==> config.mk <==
export PLATFORM = sky130hd
export DESIGN_NAME = jtopl_rhy_phase_flat
export DESIGN_NICKNAME = d
export VERILOG_FILES = /design/src/rtl/jtopl_rhy_phase_pkg.sv /design/src/rtl/jtopl_rhy_phase_if.sv /design/src/rtl/jtopl_slot_cnt.sv /design/src/rtl/jtopl_rhy_phase.sv /design/src/flat_wrapper.sv
export SDC_FILE = /design/constraint.sdc
export NUM_CORES = 1
export LEC_CHECK = 0
export CORE_MARGIN = 1.5
export CORE_UTILIZATION = 30
export CTS_CLUSTER_SIZE = 10
export DETAILED_ROUTE_END_ITERATION = 10
export SLEW_MARGIN = 20
export SYNTH_ARGS = -nofsm -noshare
export SYNTH_HDL_FRONTEND = slang
export SYNTH_SLANG_ARGS = --single-unit
==> constraint.sdc <==
create_clock -name clk -period 3.4 [get_ports clk]
set_clock_uncertainty 0.05 [all_clocks]
set_input_delay 0.34 -clock clk [delete_from_list [all_inputs] [get_ports clk]]
set_output_delay 0.34 -clock clk [all_outputs]
set_load 0.02 [all_outputs]
==> src/rtl/jtopl_rhy_phase_pkg.sv <==
// rtl/jtopl_rhy_phase_pkg.sv - shared slot-pipeline constants and types
// Purpose: slot-index type, rhythm slot positions, frame length and the
//          OR masks used to build the OPL2 rhythm phases.
// Ports:   none (package).
package jtopl_rhy_phase_pkg;

  typedef logic [4:0] slot_t;

  localparam int RHY_NSLOTS = 18;

  // Register-order operator slots carrying the rhythm instruments
  localparam int RHY_HH_SLOT = 13;   // ch7 op1, Hi-Hat
  localparam int RHY_TT_SLOT = 14;   // ch8 op1, Tom-Tom
  localparam int RHY_SD_SLOT = 16;   // ch7 op2, Snare Drum
  localparam int RHY_TC_SLOT = 17;   // ch8 op2, Top Cymbal

  localparam logic [9:0] RHY_MASK_HH_A = 10'h0D0;
  localparam logic [9:0] RHY_MASK_HH_B = 10'h034;
  localparam logic [9:0] RHY_MASK_TC   = 10'h080;

endpackage

==> src/rtl/jtopl_rhy_phase_if.sv <==
// rtl/jtopl_rhy_phase_if.sv - slot-stream bus between phase generator and operator
// Purpose: bundles the per-slot stream into the rhythm phase stage.
// Signals: cen, zero, rhy_en, noise, phase_in (toward stage);
//          phase_out, rhy_slot (from stage).
interface jtopl_rhy_phase_if;

  logic       cen;
  logic       zero;
  logic       rhy_en;
  logic       noise;
  logic [9:0] phase_in;
  logic [9:0] phase_out;
  logic       rhy_slot;

  modport master (
    output cen, zero, rhy_en, noise, phase_in,
    input  phase_out, rhy_slot
  );

  modport slave (
    input  cen, zero, rhy_en, noise, phase_in,
    output phase_out, rhy_slot
  );

endinterface

==> src/rtl/jtopl_slot_cnt.sv <==
// rtl/jtopl_slot_cnt.sv - operator slot counter with zero-pulse resync
// Purpose: tracks which slot is on the pipeline this cen cycle.
// Ports:   clk, rst (sync, active-high); i_cen clock enable; i_zero marks
//          slot 0; o_cur current slot index; o_synced set after first zero.
module jtopl_slot_cnt
  import jtopl_rhy_phase_pkg::*;
#(
  parameter int NSLOTS = RHY_NSLOTS
) (
  input  logic  clk,
  input  logic  rst,
  input  logic  i_cen,
  input  logic  i_zero,
  output slot_t o_cur,
  output logic  o_synced
);

  slot_t r_cnt;
  logic  r_synced;
  slot_t w_cur;

  // zero overrides the count, so a misplaced zero realigns without notice
  assign w_cur = i_zero ? '0 : r_cnt;

  always_ff @(posedge clk) begin
    if (rst) begin
      r_cnt    <= '0;
      r_synced <= 1'b0;
    end else if (i_cen) begin
      r_cnt <= (w_cur == slot_t'(NSLOTS - 1)) ? '0 : w_cur + 5'd1;
      if (i_zero) r_synced <= 1'b1;
    end
  end

  assign o_cur    = w_cur;
  assign o_synced = r_synced;

endmodule

==> src/rtl/jtopl_rhy_phase.sv <==
// rtl/jtopl_rhy_phase.sv - OPL2 rhythm-mode phase substitution for HH/SD/TC
// Purpose: replaces the phase of the Hi-Hat, Snare and Top-Cymbal slots with
//          the noise-modulated rhythm phase; other slots pass through.
// Ports:   clk, rst (sync, active-high); bus (slave): cen, zero, rhy_en,
//          noise, phase_in in; phase_out, rhy_slot out (1 cen latency).
module jtopl_rhy_phase
  import jtopl_rhy_phase_pkg::*;
#(
  parameter int HH_SLOT = RHY_HH_SLOT,
  parameter int SD_SLOT = RHY_SD_SLOT,
  parameter int TC_SLOT = RHY_TC_SLOT,
  parameter int NSLOTS  = RHY_NSLOTS
) (
  input  logic               clk,
  input  logic               rst,
  jtopl_rhy_phase_if.slave   bus
);

  slot_t w_cur;
  logic  w_synced;

  jtopl_slot_cnt #(.NSLOTS(NSLOTS)) u_slot_cnt (
    .clk      (clk),
    .rst      (rst),
    .i_cen    (bus.cen),
    .i_zero   (bus.zero),
    .o_cur    (w_cur),
    .o_synced (w_synced)
  );

  logic w_is_hh, w_is_sd, w_is_tc;
  assign w_is_hh = (w_cur == slot_t'(HH_SLOT));
  assign w_is_sd = (w_cur == slot_t'(SD_SLOT));
  assign w_is_tc = (w_cur == slot_t'(TC_SLOT));

  // Phase bits latched from the HH and TC slots; refreshed even with
  // rhythm disabled so re-enabling starts from current values.
  logic r_hh2, r_hh3, r_hh7, r_hh8;
  logic r_tc3, r_tc5;

  always_ff @(posedge clk) begin
    if (rst) begin
      r_hh2 <= 1'b0;
      r_hh3 <= 1'b0;
      r_hh7 <= 1'b0;
      r_hh8 <= 1'b0;
      r_tc3 <= 1'b0;
      r_tc5 <= 1'b0;
    end else if (bus.cen) begin
      if (w_is_hh) begin
        r_hh2 <= bus.phase_in[2];
        r_hh3 <= bus.phase_in[3];
        r_hh7 <= bus.phase_in[7];
        r_hh8 <= bus.phase_in[8];
      end
      if (w_is_tc) begin
        r_tc3 <= bus.phase_in[3];
        r_tc5 <= bus.phase_in[5];
      end
    end
  end

  // Bypass: the slot that owns a bit group uses its live phase, the other
  // group comes from the latch (TC from last frame, HH from this frame).
  logic w_hh2, w_hh3, w_hh7, w_hh8, w_tc3, w_tc5;
  assign w_hh2 = w_is_hh ? bus.phase_in[2] : r_hh2;
  assign w_hh3 = w_is_hh ? bus.phase_in[3] : r_hh3;
  assign w_hh7 = w_is_hh ? bus.phase_in[7] : r_hh7;
  assign w_hh8 = w_is_hh ? bus.phase_in[8] : r_hh8;
  assign w_tc3 = w_is_tc ? bus.phase_in[3] : r_tc3;
  assign w_tc5 = w_is_tc ? bus.phase_in[5] : r_tc5;

  logic w_x;
  assign w_x = (w_hh2 ^ w_hh7) | (w_hh3 ^ w_tc5) | (w_tc3 ^ w_tc5);

  logic [9:0] w_next_phase;
  logic       w_next_rhy;

  always_comb begin
    w_next_phase = bus.phase_in;
    w_next_rhy   = 1'b0;
    if (bus.rhy_en && w_synced) begin
      if (w_is_hh) begin
        w_next_phase = {w_x, 9'b0} |
                       ((w_x ^ bus.noise) ? RHY_MASK_HH_A : RHY_MASK_HH_B);
        w_next_rhy   = 1'b1;
      end else if (w_is_sd) begin
        w_next_phase = {w_hh8, w_hh8 ^ bus.noise, 8'b0};
        w_next_rhy   = 1'b1;
      end else if (w_is_tc) begin
        w_next_phase = {w_x, 9'b0} | RHY_MASK_TC;
        w_next_rhy   = 1'b1;
      end
    end
  end

  logic [9:0] r_phase_out;
  logic       r_rhy_slot;

  always_ff @(posedge clk) begin
    if (rst) begin
      r_phase_out <= '0;
      r_rhy_slot  <= 1'b0;
    end else if (bus.cen) begin
      r_phase_out <= w_next_phase;
      r_rhy_slot  <= w_next_rhy;
    end
  end

  assign bus.phase_out = r_phase_out;
  assign bus.rhy_slot  = r_rhy_slot;

endmodule

==> src/flat_wrapper.sv <==
// flat-port wrapper written by rule: the top's interface ports become plain ports
module jtopl_rhy_phase_flat import jtopl_rhy_phase_pkg::*;
#(
  parameter int HH_SLOT = RHY_HH_SLOT,
  parameter int SD_SLOT = RHY_SD_SLOT,
  parameter int TC_SLOT = RHY_TC_SLOT,
  parameter int NSLOTS  = RHY_NSLOTS
)
  (clk, rst, bus_cen, bus_zero, bus_rhy_en, bus_noise, bus_phase_in, bus_phase_out, bus_rhy_slot);
  jtopl_rhy_phase_if bus_i ();
  input  logic clk;
  input  logic rst;
  input wire logic [$bits(bus_i.cen)-1:0] bus_cen;
  input wire logic [$bits(bus_i.zero)-1:0] bus_zero;
  input wire logic [$bits(bus_i.rhy_en)-1:0] bus_rhy_en;
  input wire logic [$bits(bus_i.noise)-1:0] bus_noise;
  input wire logic [$bits(bus_i.phase_in)-1:0] bus_phase_in;
  output wire logic [$bits(bus_i.phase_out)-1:0] bus_phase_out;
  output wire logic [$bits(bus_i.rhy_slot)-1:0] bus_rhy_slot;
  assign bus_i.cen = bus_cen;
  assign bus_i.zero = bus_zero;
  assign bus_i.rhy_en = bus_rhy_en;
  assign bus_i.noise = bus_noise;
  assign bus_i.phase_in = bus_phase_in;
  assign bus_phase_out = bus_i.phase_out;
  assign bus_rhy_slot = bus_i.rhy_slot;
  jtopl_rhy_phase #(.HH_SLOT(HH_SLOT), .SD_SLOT(SD_SLOT), .TC_SLOT(TC_SLOT), .NSLOTS(NSLOTS)) u_core (.clk(clk), .rst(rst), .bus(bus_i));
endmodule
==> run_results.csv, run 1 <==
group,metric,value,unit
drt,antenna_violating_nets_post_route,0,
cts,cts.clk_slew.worst_paths,0.09,ns
logic_synthesis,syn_area,0.001443,mm²
logic_synthesis,synth_top_area_share,31.92,%
cells_and_area,fin_cells,253,
global_route,antenna_violations_before_repair,0,
logic_synthesis,synth_nets,195,
die,core,0.004692,mm²
cells_and_area,antennaDiodeCount,0,
logic_synthesis,average_cell_area_after_synthesis,8.197,µm²
logic_synthesis,seq_area_frac_synth,31.92,%
cts,cts-resized-gates,0,
worst_setup_path,critical_path.max_fanout,10,
cells_and_area,design.final.nets,219,
logic_synthesis,synth-edff-count,0,
flow_run,maxCapViolations,0,
cts,cts.repair_timing.setup_buffer_count,0,
die,die-area,0.005234,mm²
placed_design,dpl.hpwl,2606,µm
worst_setup_path,critical-path-top-delay-family,"buffers and inverters",
logic_synthesis,post_synth_fa_ha_maj_area_fraction,2.602,%
worst_setup_path,critical_path_arrival,2.71,ns
logic_synthesis,postSynth.asyncResetShare,0,%
worst_setup_path,start_kind,"input pin",
logic_synthesis,ys_dominant_reg_cell,"dfxtp_1",
placed_design,gpl.final_weighted_congestion,0.7752,
drt,wirelength,3545,µm
cts,numCtsBuffers,3,
drt,drc,0,
logic_synthesis,synth-simple-area-share,29.31,%
placed_design,post_placement_worst_setup_slack,0.4906,ns
logic_synthesis,ys_seq_elements,23,
logic_synthesis,synth_top_family_by_area,"simple AND/OR/NAND/NOR gates",
die,initial_utilization,30.75,%
sta,fmax,383.7,MHz
worst_setup_path,timing.critical_path.slowest_cell_delay,0.67,ns
sta,total_of_endpoints_with_negative_setup_slack_in_the_final_report,0,
die,floorplan.die.height,72.35,µm
drt,detail_route.vias_per_cell,5.415,
sta,final.min_clock_period,2.606,ns
power,powerDensity,323.2,mW/mm²
logic_synthesis,dominant_cells_by_area_after_synthesis,"dfxtp_1 32%, nor2_1 6.5%, mux2i_1 4.9%, a21oi_1 4.5%, nand2_1 3.9%",
die,std_cell_rows,25,
hold_path,min_path_type,"reg2reg",
global_route,grt_max_degree,41,
sta,fin_max_slew_vios,0,
drt,dr.first_iter.drc_count,115,
logic_synthesis,post-synth-top-area-cell,"dfxtp_1",
global_route,grt_pass1_vias,1236,
worst_setup_path,worstPathBufferInverterCount,2,
cts,tritoncts,"built",
sta,fin_crit_sh,76.66,%
worst_setup_path,critical_path_required,3.50,ns
sta,final-hold-violation-count,0,
cells_and_area,area_growth,24.20,%
sta,max_slew.worst_pin.slew,0.4883,ns
sta,slew-limit-headroom,67.31,%
cts,clock_tree_root,"clkbuf_8",
placed_design,placed_cells,249,
cells_and_area,final_layout_size_suffix_gt1_share,7.538,%
logic_synthesis,ys_warn_count,0,
sta,timing.final.ws_setup,0.7936,ns
drt,post_drt_wl_per_cell,14.01,µm
cells_and_area,n_fill_cell,501,
worst_setup_path,timing.critical_path.slowest_stage_cell,"clkdlybuf4s50_1",
placed_design,detailed_place.area,0.001747,mm²
sta,grt_setup_unrepaired,"false",
drt,total_number_of_vias,1370,
worst_setup_path,crit_path_cell_trace,"clkdlybuf4s50_1, inv_1, nand2_1, ha_1, and2_1, a2111oi_4, o32ai_1, a211oi_2",
die,io-pin-count,27,
cells_and_area,finish.instance_area,0.001792,mm²
logic_synthesis,syn_inst,176,
cells_and_area,layout_commonest_cell,"clkdlybuf4s50_1",
worst_setup_path,worst_setup_path_end_kind,"register",
cts,clock_path_buffers,2,
sta,hold-worst-slack,0.4266,ns
placed_design,port_buffers,26,
cts,htree_levels,1,
global_route,gr-usage-all-layers,14.11,%
cts,tritoncts_sink_count,23,
power,worst_ir_drop_vdd,0.1205,mV
logic_synthesis,synth_compound_gate_area_share,24.11,%
worst_setup_path,timing.setup.critical_path_class,"in2reg",
cts,worstSkewPairLatency,0.27,ns
cells_and_area,most-common-layout-cells,"26 x clkdlybuf4s50_1, 25 x nor2_1, 23 x dfxtp_1, 15 x nand2_1, 13 x a21oi_1",
logic_synthesis,synth_mux_area_share,4.857,%
logic_synthesis,synth_cell_types,48,
global_route,grt_pass1_wl,5913,µm
sta,final.setup.tns,0,ns
cts,hold_buffers,0,
power,p_leak,0.0006547,µW
drt,drt-pass1-iter-count,4,
die,die_w,72.35,µm
logic_synthesis,synth_xor_xnor_area_share,2.428,%
run_status,status,"finished clean",
global_route,globalRoute.totalOverflow,0,
[cells by family after synthesis]
logic type | count (synthesis)
buf+inv | 15
simple gates | 80
flops | 23
mux | 7
fa+ha+maj | 3
xor+xnor | 4
compound gates | 44
[per-layer routing]
metal / wire length, µm / vias up / GRT usage (%)
li1: - / 694 / -
met1: 1764 / 639 / 19.59
met2: 1578 / 33 / 22.53
met3: 164 / 4 / 2.500
met4: 38 / 0 / 3.774
met5: 0 / - / 0
[cells in the mapped netlist, drive strengths merged (2+ instances only)]
| cell type | number |
|---|---|
| a211oi | 3 |
| inv | 4 |
| xnor2 | 3 |
| o32ai | 2 |
| a311oi | 2 |
| nand2 | 15 |
| a31oi | 2 |
| buf | 4 |
| nand4 | 4 |
| nor4 | 2 |
| ha | 3 |
| o21ai | 4 |
| and3 | 3 |
| clkbuf | 7 |
| a21oi | 13 |
| dfxtp | 23 |
| o2111ai | 3 |
| nand2b | 4 |
| nor3 | 2 |
| nor2 | 25 |
| mux2i | 7 |
| o31ai | 4 |
| nor2b | 5 |
| and2 | 4 |
| nand3 | 11 |
[final cells by class]
class	instances	area (µm²)	area share (%)
Clock buffer	4	45.04	2.514
Inverter	4	15.01	0.8380
Multi-Input combinational cell	138	913.4	50.98
Sequential cell	23	460.4	25.70
Tap cell	54	67.56	3.771
Timing Repair Buffer	30	290.3	16.20
[worst reg2reg max path, delay by kind of cell (launching register included)]
family	cells	cell delay (ns)
flops	1	0.34
fa+ha+maj	1	0.37
compound gates	3	0.68
simple gates	2	0.67
[registers in the layout, indices dropped and copies added, names as in the netlist]
name,cells
u_core.u_slot_cnt.o_synced,1
u_core.r_tc3,1
u_core.r_tc5,1
u_core.bus.phase_out,10
u_core.u_slot_cnt.r_cnt,5
u_core.r_hh3,1
u_core.r_hh8,1
u_core.r_hh7,1
u_core.bus.rhy_slot,1
u_core.r_hh2,1
[path summary, 6_finish.rpt]
check / depth (start not counted) / to / start / slack, ns
hold reg to reg: 2 / u_core.bus.phase_out[1] / u_core.bus.phase_out[1] / 0.43
setup / recovery: 8 / u_core.bus.phase_out[9] / bus_zero / 0.79
hold / removal: 2 / u_core.bus.phase_out[1] / u_core.bus.phase_out[1] / 0.43
setup reg to reg: 6 / u_core.bus.phase_out[9] / u_core.u_slot_cnt.r_cnt[0] / 1.19
[through the flow]
step           util [%]  total power, µW
6_report          38.19            579.1
3_3_place_gp      37.23            407.2
2_1_floorplan         -            358.8
5_1_grt           38.19            606.8
4_1_cts           38.19            583.2
3_5_place_dp      37.23            407.2
[report_power, final]
group,leakage [µW],internal (µW),switching [µW]
Sequential,0.000188,281,6.53
Combinational,0.000444,53.4,60.0
Clock,0.0000228,83.9,94.7
Total,0.000655,418,161
No activity file was read; power rests on OpenSTA's default activity.
==> inputs of run 2 (changes only) <==
clock period = 2.2 ns   (was 3.4 ns; I/O delays follow)
==> run_results.csv, run 2 (same netlist as run 1, synthesis figures left out) <==
group,metric,value,unit
run_status,status,"finished clean",
worst_setup_path,timing.critical_path.slowest_stage_cell,"dfxtp_1",
power,p_leak,0.0007696,µW
cts,clock_path_buffers,2,
drt,antenna_violating_nets_post_route,0,
sta,final.min_clock_period,2.015,ns
drt,total_number_of_vias,1446,
die,io-pin-count,27,
sta,final.setup.tns,0,ns
cts,tritoncts,"built",
power,powerDensity,463.5,mW/mm²
flow_run,maxCapViolations,0,
cts,tritoncts_sink_count,23,
cts,cts.clk_slew.worst_paths,0.09,ns
worst_setup_path,critical_path_required,2.30,ns
cts,numCtsBuffers,3,
power,clock_power_share,30.3,%
die,initial_utilization,30.75,%
sta,total_of_endpoints_with_negative_setup_slack_in_the_final_report,0,
die,core,0.004692,mm²
cells_and_area,area_growth,35.73,%
cts,clock_tree_root,"clkbuf_8",
sta,slew-limit-headroom,73.55,%
worst_setup_path,timing.setup.critical_path_class,"reg2reg",
worst_setup_path,worstPathBufferInverterCount,1,
sta,max_slew.worst_pin.slew,0.3933,ns
placed_design,detailed_place.area,0.001889,mm²
sta,fmax,496.2,MHz
drt,drc,0,
drt,detailroute.wirelength.met2,1754,µm
power,net-switching-power,254.4,µW
cells_and_area,antennaDiodeCount,0,
worst_setup_path,start_kind,"register",
cts,htree_levels,1,
placed_design,port_buffers,26,
die,die-area,0.005234,mm²
worst_setup_path,critical_path_arrival,2.12,ns
cells_and_area,finish.instance_area,0.001958,mm²
power,internal_power,653.1,µW
sta,fin_max_slew_vios,0,
cts,worstSkewPairLatency,0.27,ns
power,power.share.sequential,48.9,%
worst_setup_path,timing.critical_path.slowest_cell_delay,0.35,ns
drt,dr.first_iter.drc_count,87,
placed_design,gpl.final_weighted_congestion,0.8895,
drt,wl_met3,183,µm
global_route,grt_pass1_vias,1388,
power,comb_power_share,20.8,%
drt,detail_route.vias_per_cell,5.277,
drt,wirelength,3820,µm
sta,final-hold-violation-count,0,
sta,fin_crit_sh,91.60,%
worst_setup_path,worst_setup_path_end_kind,"register",
power,switching_share,28.03,%
cts,hold_buffers,0,
drt,highest_layer,"met4",
cells_and_area,most-common-layout-cells,"25 x nor2_1, 25 x clkdlybuf4s50_1, 25 x buf_4, 23 x dfxtp_1, 15 x nand2_1",
cells_and_area,design.final.nets,240,
global_route,grt_max_degree,27,
worst_setup_path,critical-path-top-delay-family,"compound AO/OA/AOI/OAI gates",
global_route,globalRoute.totalOverflow,0,
die,std_cell_rows,25,
die,die_w,72.35,µm
power,worst_ir_drop_vdd,0.4612,mV
global_route,grt_pass1_wl,6644,µm
placed_design,dpl.hpwl,2851,µm
cells_and_area,final_layout_size_suffix_gt1_share,17.73,%
global_route,antenna_violations_before_repair,0,
worst_setup_path,crit_path_cell_trace,"nor2b_2, ha_2, and2_1, a2111oi_4, buf_4, o32ai_1, a211oi_2",
worst_setup_path,critical_path.max_fanout,9,
cells_and_area,largest_reg_flops,10,
drt,drt-pass1-iter-count,4,
global_route,gr-usage-all-layers,15.85,%
drt,post_drt_wl_per_cell,13.94,µm
die,floorplan.die.height,72.35,µm
drt,metal1_wirelength,1857,µm
hold_path,min_path_type,"in2reg",
sta,grt_setup_unrepaired,"false",
## run 2: what timing repair did
| action | in CTS | in global routing |
|---|---|---|
| setup endpoints to repair | 1 | 6 |
| resized for setup | 1 | 2 |
| buffers inserted | 0 | 2 |
| hold endpoints to repair | 0 | 0 |
| pin swaps | 0 | 1 |
## run 2: area by class of cell
cell class	instances	area, µm²
Fill cell	492	2734
Clock buffer	3	41.29
Multi-Input combinational cell	138	918.4
Tap cell	54	67.56
Sequential cell	23	460.4
Inverter	4	15.01
Clock inverter	1	5.005
Timing Repair Buffer	51	450.4
## run 2: routing by layer
layer,up-vias,GRT usage (%)
met3,2,4.028
met4,0,3.564
li1,735,-
met5,-,0
met2,36,25.21
met1,673,21.68
## run 2: final timing paths
path                                                  from                         end  slack, ns  cells after the start
worst min-delay path                              bus_zero  u_core.u_slot_cnt.o_synced       0.36                      4
worst min register to register     u_core.bus.phase_out[1]     u_core.bus.phase_out[1]       0.43                      2
worst max register to register  u_core.u_slot_cnt.r_cnt[0]     u_core.bus.phase_out[9]       0.18                      7
worst max-delay path            u_core.u_slot_cnt.r_cnt[0]     u_core.bus.phase_out[9]       0.18                      7
## run 2: worst reg2reg max path, cell delays in order, from the launching register on
cell and delay [ns]:
dfxtp_1 0.35, nor2b_2 0.19, ha_2 0.29, and2_1 0.27, a2111oi_4 0.10, buf_4 0.17
o32ai_1 0.35, a211oi_2 0.12
## run 2: power groups by stage
stage                     logic (µW)  clock network [µW]  registers, µW
after floorplan                 86.4                   0            468
after global placement           189                   0            453
after detailed placement         189                   0            453
after CTS                        190                 291            444
after global routing             205                 302            446
final                            189                 275            443
## run 2: metrics by stage
stage	util (%)	setup WS (ns)	std cells	hold WS, ns	total power (µW)
global route	41.73	0.01327	274	0.3964	953.8
global placement	40.27	-0.2871	268	0.4111	641.7
finish	41.73	0.1847	274	0.3629	907.5
CTS	41.31	0.04430	272	0.4311	924.9
floorplan	-	0.1287	176	0.3028	554.4
detailed placement	40.27	-0.3059	268	0.4139	642.2
==> inputs of run 3 (changes only) <==
HOLD_SLACK_MARGIN = 0.06   (was default)
==> results of run 3 <==
Final layout, timing and power as in run 2 (identical DEF).
